[config.mk]
export PLATFORM = sky130hd
export DESIGN_NAME = hazard_scoreboard
export DESIGN_NICKNAME = d
export VERILOG_FILES = /design/src/rtl/hazard_scoreboard.sv
export SDC_FILE = /design/constraint.sdc
export NUM_CORES = 1
export LEC_CHECK = 0
export BUFFER_PORTS_ARGS = -buffer_cell sky130_fd_sc_hd__buf_2
export CAP_MARGIN = 20
export CORE_ASPECT_RATIO = 1.1
export CORE_MARGIN = 1
export CORE_UTILIZATION = 35
export DETAILED_ROUTE_END_ITERATION = 7
export GPL_ROUTABILITY_DRIVEN = 0
export GPL_TIMING_DRIVEN = 0
export PLACE_DENSITY = 0.6
export SLEW_MARGIN = 20
export SYNTH_ARGS = -nofsm -noshare
export SYNTH_HDL_FRONTEND = slang
export SYNTH_SLANG_ARGS = --single-unit
[constraint.sdc]
create_clock -name clk -period 6.4 [get_ports clk]
set_clock_uncertainty 0.2 [all_clocks]
set_input_delay 1.28 -clock clk [delete_from_list [all_inputs] [get_ports clk]]
set_output_delay 1.28 -clock clk [all_outputs]
set_load 0.05 [all_outputs]
[src/rtl/hazard_scoreboard.sv]
// hazard_scoreboard
// Register write-pending scoreboard for an in-order pipeline. Each tracked
// program register keeps a small counter of writes that have left decode but
// not yet retired (or been squashed). Decode stalls on any read of a register
// with pending writes, and on issue into a saturated counter. A non-AOK
// retirement stops further issue, lets in-flight work drain, then halts.
//
// Optional feature: define HAZARD_SCOREBOARD_STATS_EN to add the 32-bit
// stall_cycles output (saturating count of cycles with issue_valid & stall).

module hazard_scoreboard #(
    parameter int NREG = 15,
    parameter int CNTW = 2
) (
    input  logic        clk,
    input  logic        reset,
    input  logic [3:0]  d_srcA,
    input  logic [3:0]  d_srcB,
    input  logic        issue_valid,
    input  logic [3:0]  issue_dstE,
    input  logic [3:0]  issue_dstM,
    input  logic        retire_valid,
    input  logic [3:0]  retire_dstE,
    input  logic [3:0]  retire_dstM,
    input  logic [0:3]  W_stat,
    input  logic        kill_valid,
    input  logic [3:0]  kill_dstE,
    input  logic [3:0]  kill_dstM,
    output logic        stall,
    output logic        issue_ok,
    output logic        halted,
    output logic [0:3]  halt_stat,
`ifdef HAZARD_SCOREBOARD_STATS_EN
    output logic [31:0] stall_cycles,
`endif
    output logic        busy_any
);

    localparam logic [CNTW-1:0] CNT_MAX = '1;

    localparam logic [0:3] STAT_AOK = 4'b1000;
    localparam logic [0:3] STAT_HLT = 4'b0100;
    localparam logic [0:3] STAT_ADR = 4'b0010;
    localparam logic [0:3] STAT_INS = 4'b0001;

    typedef enum logic [1:0] {
        RUN    = 2'd0,
        DRAIN  = 2'd1,
        HALTED = 2'd2
    } state_t;

    state_t               state_reg;
    logic                 halted_reg;
    logic [0:3]           halt_stat_reg;

    // All counters packed together so a single sequential block owns them.
    logic [NREG*CNTW-1:0] cnt_reg;
    logic [NREG*CNTW-1:0] cnt_next;

    // Full 16-entry view of the counters: untracked ids (including 4'hF)
    // read as zero, so they never match "busy" or "saturated".
    logic [CNTW-1:0]      cnt_view [16];
    logic [15:0]          nz_vec;

    logic                 src_busy;
    logic                 dst_sat;
    logic [0:3]           w_norm;

    genvar gi;

    generate
        for (gi = 0; gi < 16; gi++) begin : g_view
            if (gi < NREG) begin : g_tracked
                assign cnt_view[gi] = cnt_reg[gi*CNTW +: CNTW];
            end else begin : g_untracked
                assign cnt_view[gi] = '0;
            end
            assign nz_vec[gi] = |cnt_view[gi];
        end
    endgenerate

    // Hazard detection and issue qualification, purely combinational.
    always_comb begin
        src_busy = nz_vec[d_srcA] | nz_vec[d_srcB];
        dst_sat  = issue_valid &
                   ((cnt_view[issue_dstE] == CNT_MAX) |
                    (cnt_view[issue_dstM] == CNT_MAX));
        stall    = src_busy | dst_sat;
        issue_ok = issue_valid & ~stall & (state_reg == RUN);
    end

    assign busy_any  = |nz_vec;
    assign halted    = halted_reg;
    assign halt_stat = halt_stat_reg;

    // Anything that is not a clean one-hot status is reported as INS.
    always_comb begin
        w_norm = STAT_INS;
        if ((W_stat == STAT_AOK) || (W_stat == STAT_HLT) ||
            (W_stat == STAT_ADR) || (W_stat == STAT_INS)) begin
            w_norm = W_stat;
        end
    end

    // Per-register next-count: one increment from issue, then up to one
    // decrement each from retire and kill, each clamped at zero. A matching
    // dstE/dstM pair in one instruction folds into a single event. Issue can
    // only increment a counter below CNT_MAX (saturation stalls), so the
    // increment never overflows.
    generate
        for (gi = 0; gi < NREG; gi++) begin : g_cnt
            logic            inc;
            logic            dec_r;
            logic            dec_k;
            logic [CNTW-1:0] cur;
            logic [CNTW-1:0] after_inc;
            logic [CNTW-1:0] after_ret;
            logic [CNTW-1:0] after_kill;

            // Net change for this register from issue, retire and kill.
            always_comb begin
                cur        = cnt_reg[gi*CNTW +: CNTW];
                inc        = issue_ok &
                             ((issue_dstE == 4'(gi)) | (issue_dstM == 4'(gi)));
                dec_r      = retire_valid &
                             ((retire_dstE == 4'(gi)) | (retire_dstM == 4'(gi)));
                dec_k      = kill_valid &
                             ((kill_dstE == 4'(gi)) | (kill_dstM == 4'(gi)));
                after_inc  = inc ? cur + CNTW'(1) : cur;
                after_ret  = (dec_r && (after_inc != '0)) ?
                             after_inc - CNTW'(1) : after_inc;
                after_kill = (dec_k && (after_ret != '0)) ?
                             after_ret - CNTW'(1) : after_ret;
            end

            assign cnt_next[gi*CNTW +: CNTW] = after_kill;
        end
    endgenerate

    // Counter storage; reset wins over any same-cycle activity.
    always_ff @(posedge clk) begin
        if (reset) begin
            cnt_reg <= '0;
        end else begin
            cnt_reg <= cnt_next;
        end
    end

    // Run/drain/halt control with registered halted and latched status.
    always_ff @(posedge clk) begin
        if (reset) begin
            state_reg     <= RUN;
            halted_reg    <= 1'b0;
            halt_stat_reg <= STAT_AOK;
        end else begin
            case (state_reg)
                RUN: begin
                    if (retire_valid && (w_norm != STAT_AOK)) begin
                        state_reg     <= DRAIN;
                        halt_stat_reg <= w_norm;
                    end
                end
                DRAIN: begin
                    if (!busy_any) begin
                        state_reg  <= HALTED;
                        halted_reg <= 1'b1;
                    end
                end
                HALTED: begin
                    state_reg  <= HALTED;
                    halted_reg <= 1'b1;
                end
                default: begin
                    state_reg  <= RUN;
                    halted_reg <= 1'b0;
                end
            endcase
        end
    end

`ifdef HAZARD_SCOREBOARD_STATS_EN
    logic [31:0] stall_cycles_reg;

    // Saturating count of cycles where decode wanted to issue but stalled.
    always_ff @(posedge clk) begin
        if (reset) begin
            stall_cycles_reg <= '0;
        end else if (issue_valid && stall && (stall_cycles_reg != 32'hFFFF_FFFF)) begin
            stall_cycles_reg <= stall_cycles_reg + 32'd1;
        end
    end

    assign stall_cycles = stall_cycles_reg;
`endif

endmodule

==> impl_metrics.tcl, run 1 <==
set metrics [dict create \
    status "completed" \
    final_antenna_net_count 0 \
    yosys.area.top_type_share 0.112 \
    hpwl_mm 18.6 \
    power_density_nw_per_um2 158 \
    drc 0 \
    viasPerCell 6.37 \
    synth_area_per_cell_um2 7.26 \
    syn_inst 913 \
    numCtsBuffers 5 \
    synth_simple_gate_area_share 0.383 \
    critPathRequiredTime_ns 6.37 \
    use_met2 0.406 \
    n_antenna_cell 0 \
    totalWireLength_mm 24.9 \
    cts_tree "done" \
    start_util 0.359 \
    netlist_area_um2 6630 \
    antenna_found_initial 0 \
    cts_num_sinks 37 \
    cts_root_buf "clkbuf_16" \
    yosys-top-cells-area "dfxtp_1, ha_1, mux4_2" \
    rsz0062_at_grt "yes" \
    drv_cap 0 \
    grt_overflow 0 \
    met1_usage 0.321 \
    die_x_um 133 \
    htree_levels 2 \
    setup.worst_path.start_class "primary input" \
    path_clk_slew_ns 0.07 \
    synthAdderAreaFrac 0.0906 \
    io_buffers 45 \
    setup_violations 0 \
    ys_types 66 \
    clk_latency_ns 0.30 \
    synth_top_family_by_area "simple AND/OR/NAND/NOR gates" \
    core_area_um2 18500 \
    area_growth_syn_to_layout_pct 12.4 \
    stdcell_count 1211 \
    timing.fmax_ghz 0.163 \
    vias 7712 \
    slew_viol_final 0 \
    globalRouteTotalUtil 0.253 \
    hp-class "reg2reg" \
    design_area_um2 7450 \
    final_util 0.403 \
    num_rows 52 \
    synth_nets 1002 \
    num-nets-final 1056 \
    tightest_slew_ns 0.901 \
    placed_area_um2 7160 \
    min_period_over_period 0.957 \
    min_period_ns 6.12 \
    arrival_ns 6.10 \
    yosys-mux-area-fraction 0.0798 \
    wl_per_cell_um 20.6 \
    grt_pass1_vias 7157 \
    cp_max_fo 10 \
    grt_max_degree 14 \
    synth-compound-area-share 0.235 \
    largest_register_ff_count 30 \
    met3_usage 0.0413 \
    synthXorXnorAreaFrac 0.0409 \
    cp-end-kind "flip-flop" \
    slew_headroom 0.399 \
    dr.pass1.iters 5 \
    synth_common_cells "nor2_1, nand2_1, ha_1" \
    seq_area_frac_synth 0.112 \
    drive_gt1_frac 0.129 \
    dieArea_um2 19500 \
    synth_seq_cells 37 \
    total_power_w 0.00118 \
    placed_cells 1201 \
    cts_buffer_depth 2 \
    grt_first_pass_wirelength_mm 38.5 \
    synth_top_cell_by_area "dfxtp_1" \
    irDropWorstVdd_mv 0.0839 \
    num_io_pins 49 \
    crit_type "in2reg" \
    grt-busiest-layer "met2" \
    synthArstFlopShare 0 \
    whs_ns 0.260 \
    synth-main-ff-cell "dfxtp_1" \
    ys.warnings.count 0 \
    drtIter0Drc 767 \
    synth-edff-count 0 \
    p_leak_nw 2.55 \
    synth_most_common_cell "nor2_1" \
    die_h_um 146 \
    report.final.hold_viol_count 0 \
]
==> cell usage in the layout, fill, tap and decap left out, types with 6 or more instances in the layout <==
cell / instances
nor2_1: 103
nand2_1: 95
buf_2: 55
ha_1: 48
inv_1: 41
nand3_1: 38
dfxtp_1: 37
nor4_1: 33
clkbuf_1: 31
nor2b_1: 30
xnor2_1: 25
a31oi_1: 25
o21ai_0: 23
and3_1: 21
nor4bb_1: 21
mux4_2: 18
nand2b_1: 18
a21oi_1: 18
nand4b_1: 17
nor4b_1: 16
o21a_1: 15
nand4_1: 13
a211o_1: 13
and2_1: 13
nor3_1: 12
o32ai_1: 11
mux2i_1: 9
o22ai_1: 8
a211oi_1: 8
a21o_1: 8
a21boi_0: 8
o32a_1: 8
a22oi_1: 7
nor3_2: 7
o2111ai_1: 7
or4_1: 6
nor3_4: 6
xor2_1: 6
a2111oi_0: 6
==> critical path, stage by stage <==
cell      delay [ns]
buf_2           0.18
buf_2           0.28
mux4_2          0.35
a22oi_1         0.27
o211ai_1        0.16
a22o_2          0.32
nor3_1          0.73
xnor2_1         0.25
ha_1            0.19
nor2_1          0.05
o21a_1          0.19
a211oi_1        0.30
a21o_1          0.13
ha_1            0.13
nor2b_1         0.05
o21a_1          0.16
and3_1          0.19
o32a_1          0.16
a311o_1         0.31
or4_1           0.40
==> stage by stage <==
stage / TNS, ns / worst slack [ns]
global placement: -2.49 / -0.499
CTS: 0 / 0.0654
global route: -0.0609 / -0.0400
detailed placement: -2.82 / -0.548
finish: 0 / 0.277
floorplan: 0 / 0.496
==> kinds of logic after synthesis <==
logic type,Yosys count
AO/OA/AOI/OAI,214
XOR/XNOR,31
adder cells (fa/ha/maj),48
buffers and inverters,94
flip-flops,37
multiplexers,30
AND/OR/NAND/NOR,459
==> final timing paths <==
path	startpoint	end	slack, ns	depth (start not counted)
min	halt_stat[0]	halt_stat[0]	0.26	1
min reg2reg	halt_stat[0]	halt_stat[0]	0.26	1
max reg2reg	cnt_reg[0]	cnt_reg[26]	0.70	21
max	issue_dstM[0]	cnt_reg[2]	0.28	20
==> cell type report <==
cell class,instances,area (um^2)
Timing Repair Buffer,47,240
Tap cell,243,304
Fill cell,1961,11000
Clock buffer,5,125
Clock inverter,3,46.3
Inverter,42,158
Sequential cell,37,741
Buffer,52,241
Multi-Input combinational cell,782,5600
==> where the power goes <==
part	internal, W	total, W	switching (W)	leakage, nW
Combinational	0.000204	0.000595	0.000391	2.17
Sequential	0.000255	0.000279	0.0000240	0.300
Clock	0.000185	0.000307	0.000122	0.0800
==> routing by layer <==
layer | wire length [um] | vias up
met1 | 10200 | 3588
met5 | 0 | -
met2 | 11200 | 419
li1 | - | 3611
met3 | 2200 | 94
met4 | 1380 | 0
==> repair_timing <==
action,in CTS,in global routing
buffers inserted,0,2
pin swaps,0,1
resized for setup,3,25
hold buffers,0,0
endpoints found under the setup margin,4,11
Note: power is estimated with default switching activity, not from simulation.
==> inputs of run 2 (changes only) <==
- ABC_AREA: default -> 1
==> run 2 against run 1 <==
Against the previous run:
- sequential power fell by 5%
- via count decreased by 14%
- highest routed layer unchanged
- combinational power decreased by 22%
- critical path type is now in2out
==> impl_metrics.tcl, run 2 <==
set metrics [dict create \
    status "completed" \
    report.final.hold_viol_count 0 \
    setup_tns_ns 0 \
    min_period_over_period 0.731 \
    netlist_area_um2 5930 \
    path_clk_slew_ns 0.06 \
    hp-class "reg2reg" \
    viasPerCell 5.02 \
    cts_setup_buffers 0 \
    reg2reg_to "cnt_reg[17]" \
    numCtsBuffers 5 \
    slew_viol_final 0 \
    slew_headroom 0.435 \
    setup.worst_path.start_class "primary input" \
    clk_latency_ns 0.30 \
    layout_commonest_cell "nand2_1" \
    design_area_um2 6550 \
    yosys.area.top_type_share 0.251 \
    drv_cap 0 \
    num-nets-final 1208 \
    fill_cells 1848 \
    reg2reg_depth 26 \
    synth_nets 1158 \
    seq_area_frac_synth 0.125 \
    final_antenna_net_count 0 \
    dr.pass1.iters 7 \
    cts-hold-fix-buffers 0 \
    hpwl_mm 15.1 \
    synthArstFlopShare 0 \
    synth_seq_cells 37 \
    p_leak_nw 3.38 \
    vias 6648 \
    tightest_slew_ns 0.847 \
    setup_ws_ns 1.72 \
    power_density_nw_per_um2 152 \
    synth-edff-count 0 \
    arrival_ns 3.20 \
    final_cell_mix "nand2_1, inv_1, nand3_1" \
    synth_area_per_cell_um2 5.55 \
    drc 0 \
    area_growth_syn_to_layout_pct 10.4 \
    hold_depth 2 \
    cts_root_buf "clkbuf_16" \
    htree_levels 2 \
    totalWireLength_mm 18.4 \
    irDropWorstVdd_mv 0.102 \
    drtIter0Drc 414 \
    min_period_ns 4.68 \
    r2r-start "cnt_reg[4]" \
    drive_gt1_frac 0.115 \
    pre_cts_slack_ns 1.43 \
    cts_tree "done" \
    io_buffers 43 \
    grt_max_degree 14 \
    num_io_pins 49 \
    rsz0062_at_grt "no" \
    crit_type "in2out" \
    dieArea_um2 17500 \
    die_h_um 139 \
    grt_pass1_vias 6091 \
    syn_inst 1069 \
    worstHoldStart "halt_stat[0]" \
    reg2reg_slack_ns 2.06 \
    timing.fmax_ghz 0.214 \
    cts_buffer_depth 2 \
    placed_area_um2 6400 \
    cts-resized-gates 0 \
    antenna_found_initial 0 \
    setup_violations 0 \
    die_x_um 126 \
    worstHoldEndpoint "halt_stat[0]" \
    critPathRequiredTime_ns 4.92 \
    globalRouteTotalUtil 0.215 \
    synth_common_cells "nand2_1, inv_1, nand3_1" \
    num_rows 49 \
    wl_per_cell_um 13.9 \
    largest_register_ff_count 30 \
    synth_top_cell_by_area "nand2_1" \
    grt_overflow 0 \
    cp_max_fo 10 \
    ys_types 40 \
    ys.warnings.count 0 \
    core_area_um2 16400 \
    yosys-top-cells-area "nand2_1, dfxtp_1, inv_1" \
    synth_most_common_cell "nand2_1" \
    cp-end-kind "primary output" \
    grt_first_pass_wirelength_mm 29.8 \
    start_util 0.361 \
    n_antenna_cell 0 \
    cts_num_sinks 37 \
    synth-main-ff-cell "dfxtp_1" \
]
[run 2: cell count changes after synthesis, moves of 18 or more]
cell	previous run	this run
nand2_1	95	397
inv_1	41	174
nand3_1	38	117
o22ai_1	8	45
nor4_1	33	1
nor2b_1	30	0
clkbuf_1	34	7
a31oi_1	25	0
xnor2_1	25	0
and3_1	21	0
nor4bb_1	21	0
mux4_2	18	0
nand2b_1	18	0
nor2_1	103	85
[run 2: worst max-delay path: stages]
cell	delay, ns
buf_2	0.12
buf_6	0.15
buf_6	0.15
nand2_1	0.06
nand2_1	0.05
nand2_1	0.05
nand2_1	0.06
nand2_1	0.07
nand2_1	0.06
inv_1	0.05
nand2_1	0.04
nand2_1	0.06
nand2_2	0.08
a21oi_2	0.16
buf_2	0.30
inv_1	0.09
nor2_1	0.08
buf_2	0.26
[run 2: power by group]
part           internal [W]  switching, W
sequential         0.000251     0.0000158
clock              0.000145      0.000116
combinational      0.000139      0.000327
total              0.000535      0.000459
[run 2: stage by stage]
stage	std cells	total power, W	hold WS (ns)	util
floorplan	1069	0.000606	0.279	-
global placement	1316	0.000732	0.225	0.390
detailed placement	1316	0.000735	0.227	0.390
CTS	1324	0.00100	0.245	0.398
global route	1324	0.00107	0.286	0.398
finish	1324	0.000994	0.239	0.398
[run 2: layout make-up]
| type | count | area (um^2) | area share |
|---|---|---|---|
| plain buffers | 23 | 186 | 0.0285 |
| clock buffers | 5 | 125 | 0.0191 |
| clock inverters | 3 | 21.3 | 0.00325 |
| inverters | 190 | 723 | 0.110 |
| multi-input cells | 819 | 4280 | 0.654 |
| flip-flops and latches | 37 | 741 | 0.113 |
| well taps | 204 | 255 | 0.0390 |
| repair buffers | 43 | 215 | 0.0329 |
[run 2: cells by family after synthesis]
logic type               synth area share
AND/OR/NAND/NOR                     0.538
buffers and inverters               0.153
AO/OA/AOI/OAI                      0.0821
adder cells (fa/ha/maj)             0.101
flip-flops                          0.125
[run 2: routing by layer]
metal  GRT usage  vias to the layer above  part of all wire
met5           0                        -                 0
met4      0.0755                        0             0.028
met3      0.0263                       29             0.047
met2       0.384                      166              0.48
met1       0.263                     2935              0.45
li1            -                     3518                 -
[run 2: how the worst max path moves through the flow]
stage / slack, ns / startpoint / to
after CTS: 1.72 / issue_dstE[0] / issue_ok
final: 1.72 / issue_dstE[0] / issue_ok
after detailed placement: 1.43 / d_srcA[1] / cnt_reg[15]
after global routing: 1.35 / d_srcA[1] / cnt_reg[15]
after floorplan: 1.59 / issue_dstM[0] / issue_ok
after global placement: 1.47 / d_srcA[1] / cnt_reg[15]
